--- src/rtl/issue_skid_stage.sv ---
// Two-entry register skid buffer between the warp round-robin prioritizer and the operand collector.
// Optional grant-protocol checker enabled by defining ISSUE_GRANT_CHECK_EN; otherwise err is tied low.
module issue_skid_stage #(
  parameter int NUM_WARPS = 8,
  parameter int INST_W    = 32,
  parameter int WID_W     = 3
) (
  input  logic                        clk,
  input  logic                        rst,
  input  logic [NUM_WARPS-1:0]        grt,
  input  logic [NUM_WARPS*INST_W-1:0] inst_flat,
  output logic                        can_accept,
  output logic [NUM_WARPS-1:0]        pop,
  output logic                        out_valid,
  input  logic                        out_ready,
  output logic [WID_W-1:0]            out_wid,
  output logic [INST_W-1:0]           out_inst,
  output logic [1:0]                  occupancy,
  output logic                        err
);

  typedef struct packed {
    logic [WID_W-1:0]  wid;
    logic [INST_W-1:0] inst;
  } entry_t;

  entry_t [1:0] ent_q;
  logic         head_q, tail_q;
  logic [1:0]   occ_q;

  entry_t sel;
  logic   enq, deq;

  // Scan from the top so the lowest set bit wins if the grant is not one-hot.
  always_comb begin
    sel = '0;
    for (int i = NUM_WARPS-1; i >= 0; i--) begin
      if (grt[i]) begin
        sel.wid  = WID_W'(i);
        sel.inst = inst_flat[i*INST_W +: INST_W];
      end
    end
  end

  // can_accept depends only on registered occupancy, never on out_ready.
  assign can_accept = (occ_q != 2'd2);
  assign pop        = can_accept ? grt : '0;
  assign enq        = (|grt) && can_accept;
  assign out_valid  = (occ_q != 2'd0);
  assign deq        = out_valid && out_ready;
  assign out_wid    = ent_q[head_q].wid;
  assign out_inst   = ent_q[head_q].inst;
  assign occupancy  = occ_q;

  always_ff @(posedge clk or negedge rst) begin
    if (!rst) begin
      ent_q  <= '0;
      head_q <= 1'b0;
      tail_q <= 1'b0;
      occ_q  <= 2'd0;
    end else begin
      if (enq) begin
        ent_q[tail_q] <= sel;
        tail_q        <= ~tail_q;
      end
      if (deq) head_q <= ~head_q;
      case ({enq, deq})
        2'b10:   occ_q <= occ_q + 2'd1;
        2'b01:   occ_q <= occ_q - 2'd1;
        default: occ_q <= occ_q;
      endcase
    end
  end

`ifdef ISSUE_GRANT_CHECK_EN
  logic err_q;
  logic multi_grt;

  assign multi_grt = |(grt & (grt - NUM_WARPS'(1)));

  always_ff @(posedge clk or negedge rst) begin
    if (!rst) err_q <= 1'b0;
    else      err_q <= err_q | multi_grt | ((|grt) && !can_accept);
  end

  assign err = err_q;
`else
  assign err = 1'b0;
`endif

endmodule

--- config.mk ---
export PLATFORM = sky130hd
export DESIGN_NAME = issue_skid_stage
export DESIGN_NICKNAME = d
export VERILOG_FILES = /design/src/rtl/issue_skid_stage.sv
export SDC_FILE = /design/constraint.sdc
export NUM_CORES = 1
export LEC_CHECK = 0
export BUFFER_PORTS_ARGS = -buffer_cell sky130_fd_sc_hd__buf_2
export CAP_MARGIN = 30
export CORE_MARGIN = 8
export CORE_UTILIZATION = 30
export DETAILED_ROUTE_END_ITERATION = 12
export SLEW_MARGIN = 30
export SYNTH_ARGS = -nofsm -noshare
export SYNTH_HDL_FRONTEND = slang
export SYNTH_SLANG_ARGS = --single-unit
--- constraint.sdc ---
create_clock -name clk -period 2.1 [get_ports clk]
set_clock_uncertainty 0.15 [all_clocks]
set_input_delay 0.105 -clock clk [delete_from_list [all_inputs] [get_ports clk]]
set_output_delay 0.105 -clock clk [all_outputs]
set_load 0.01 [all_outputs]
==> flow_metrics.tcl <==
set metrics [dict create \
    async_reset_ff_share_pct 100 \
    layout.nets 1279 \
    power.total_w 0.00905 \
    slew_violations 0 \
    place_hpwl_mm 20.0 \
    rrSetupSlack_ns 0.21 \
    ant_nets 0 \
    grt_overflow_total 0 \
    setup_viol 0 \
    status "finished clean" \
    yosysUniqueCellTypes 40 \
    cts_buffers 9 \
    fillers 1892 \
    syn_area_um2 5660 \
    slew_headroom_pct 52.5 \
    detail_route.first_pass.iterations 4 \
    io_pins 315 \
    cts_setup_buffers 0 \
    synth-seq-area-share_pct 32.7 \
    muxShareOfSynthArea_pct 14.4 \
    regArea_um2 1850 \
    die-area_um2 23500 \
    core_um2 18600 \
    hold_buffers 57 \
    grt_max_degree 75 \
    synthAdderAreaFrac_pct 0.221 \
    power.density_nw_per_um2 1080 \
    p_leak_nw 3.92 \
    post_cts_resized 0 \
    synth_top_cell_by_area "dfrtp_1" \
    num_vias 6655 \
    synth_top_family_by_area "compound AO/OA/AOI/OAI gates" \
    synth_nets 931 \
    period_share_pct 90.3 \
    peakVddDrop_mv 0.683 \
    critPathCaptureType "output pin" \
    via_per_inst 5.32 \
    multi_input_area_um2 3410 \
    gp_congestion 0.939 \
    critical_path_arrival_ns 1.64 \
    cts_sinks 74 \
    clockBufferDepth 2 \
    syn_avg_cell_area_um2 8.54 \
    synth_compound_area_share_pct 28.4 \
    synth_edf_count 0 \
    wl_mm 26.6 \
    syn_to_final_growth_pct 48.6 \
    antenna_found_initial 0 \
    clk_latency_ns 0.33 \
    cts_tree "built" \
    criticalPathCategory "flop to output pin" \
    synth-simple-area-share_pct 16.0 \
    drv_cap 0 \
    critPathRequiredTime_ns 1.85 \
    finalHoldViolations 0 \
    setup_ws_ns 0.204 \
    cts.htree.levels 3 \
    hp-class "primary input to flop" \
    yosys.area.top_type_share_pct 32.7 \
    synthFlopType "dfrtp_1" \
    tns_ns 0 \
    rsz0062_at_grt "no" \
    timing.rr.end "ent_q[60]$_DFFE_PN0P_" \
    r2r-start "occupancy[1]$_DFFE_PN0P_" \
    track_usage_pct 22.3 \
    path_clk_slew_ns 0.06 \
    ff2ff_path_depth 6 \
    drt-wirelength-per-cell_um 21.3 \
    synthCells 663 \
    grt_pass1_vias 7421 \
    ys_warn_count 0 \
    cp_max_fo 8 \
    fin_hold_ws_ns 0.0162 \
    grt_pass1_wl_mm 41.2 \
    min_from "inst_flat[28]" \
    start_util_pct 30.4 \
    max_slew.worst_pin.slew_ns 0.711 \
    root_buffer "clkbuf_16" \
    placementRows 50 \
    fmax_mhz 527 \
    final_layout_size_suffix_gt1_share_pct 40.1 \
    synthTopCellsByArea "dfrtp_1, mux2i_1, mux2_2" \
    critPathLaunchType "flop" \
    dpl_cell_area_um2 7550 \
    port_buffers 313 \
    die_h_um 153 \
    remaining_drc_errors 0 \
    hold-path-cell-count 3 \
    fp.dieW_um 153 \
    drt_iter0_drc 264 \
    min_to "ent_q[63]$_DFFE_PN0P_" \
    post-route-min-period_ns 1.90 \
    n_antenna_cell 0 \
    synth-xor-area-share_pct 0.619 \
    dp_slack_ns 0.187 \
    fin_area_um2 8410 \
    ys_ff_latch 74 \
]
-- critical path, stage by stage (launching register included) --
cell and delay (ns):
dfrtp_1 0.43, nor2b_1 0.12, buf_4 0.19, inv_1 0.07
buf_4 0.19, and2_1 0.17, buf_2 0.14
-- registers in the layout, summed over array words and instances (netlist names) --
name,flops
ent_q,70
head_q,1
occupancy,2
tail_q,1
-- report_power, final --
group | leakage [nW] | internal (W) | switching (W) | total, W
Combinational | 2.90 | 0.00238 | 0.00267 | 0.00505
Clock | 0.134 | 0.000866 | 0.000617 | 0.00148
Sequential | 0.880 | 0.00216 | 0.000360 | 0.00252
-- final cells by class --
cell class              instances  share of cell area [%]
multi-input cells             498                    40.6
repair buffers                401                    29.3
flip-flops and latches         74                    22.0
well taps                     234                    3.48
clock buffers                  11                    3.00
inverters                      27                    1.20
clock inverters                 5                   0.431
-- cell usage in the layout (no fill, tap or decap), types with 11 or more instances in the layout --
| cell type | Yosys | routed |
|---|---|---|
| o211ai_1 | 11 | 11 |
| nor2b_1 | 13 | 12 |
| o31a_1 | 20 | 20 |
| inv_1 | 27 | 27 |
| nor2_1 | 33 | 32 |
| buf_2 | 25 | 312 |
| a32o_1 | 11 | 11 |
| o31ai_1 | 11 | 11 |
| and2_1 | 27 | 27 |
| a21oi_1 | 22 | 22 |
| a31oi_1 | 22 | 22 |
| a22oi_1 | 12 | 12 |
| o22ai_1 | 20 | 20 |
| dfrtp_1 | 74 | 73 |
| mux2i_1 | 42 | 42 |
| dlygate4sd3_1 | 0 | 57 |
| nand2_1 | 83 | 83 |
| o21ai_1 | 46 | 46 |
| buf_4 | 4 | 24 |
| mux2_2 | 35 | 35 |
| nor3b_1 | 12 | 12 |
| a221oi_1 | 41 | 41 |
-- cells in the mapped netlist, drive strengths merged (3+ instances only) --
| cell type | n |
|---|---|
| or2 | 3 |
| o22ai | 20 |
| dfrtp | 74 |
| a21oi | 22 |
| o31ai | 11 |
| and2 | 27 |
| mux2i | 42 |
| o211ai | 13 |
| clkbuf | 26 |
| buf | 38 |
| mux2 | 35 |
| o31a | 20 |
| nor3b | 12 |
| a32o | 11 |
| inv | 27 |
| a221o | 3 |
| o21ai | 51 |
| nor2b | 13 |
| a221oi | 41 |
| a22oi | 12 |
| a31oi | 22 |
| nand3 | 10 |
| nand2 | 83 |
| nor2 | 33 |
-- logic make-up after synthesis --
group	after synthesis
AO/OA/AOI/OAI	228
XOR/XNOR	4
adder cells (fa/ha/maj)	1
buffers and inverters	91
flip-flops	74
multiplexers	77
other	1
AND/OR/NAND/NOR	187
-- how the worst max path moves through the flow --
stage | slack, ns | endpoint | start
after floorplan | 0.24 | occupancy[1]$_DFFE_PN0P_ | occupancy[0]$_DFFE_PN0P_
final | 0.20 | pop[6] | occupancy[0]$_DFFE_PN0P_
after detailed placement | 0.19 | ent_q[63]$_DFFE_PN0P_ | grt[4]
after global placement | 0.15 | ent_q[64]$_DFFE_PN0P_ | grt[6]
after global routing | 0.11 | pop[6] | occupancy[0]$_DFFE_PN0P_
after CTS | 0.16 | pop[6] | occupancy[0]$_DFFE_PN0P_
-- layer usage --
| metal | track usage (%) | routed length (um) | vias to the layer above |
|---|---|---|---|
| met5 | 0 | 0 | - |
| met4 | 9.71 | 832 | 0 |
| met3 | 6.40 | 2030 | 55 |
| met2 | 40.2 | 13500 | 335 |
| met1 | 23.9 | 10300 | 3106 |
| li1 | - | - | 3159 |
-- through the flow --
| step | util, % | instances |
|---|---|---|
| floorplan | - | 663 |
| global placement | 40.5 | 1177 |
| detailed placement | 40.5 | 1177 |
| CTS | 45.1 | 1250 |
| global route | 45.1 | 1250 |
| finish | 45.1 | 1250 |
No activity file was read; power rests on OpenSTA's default activity.
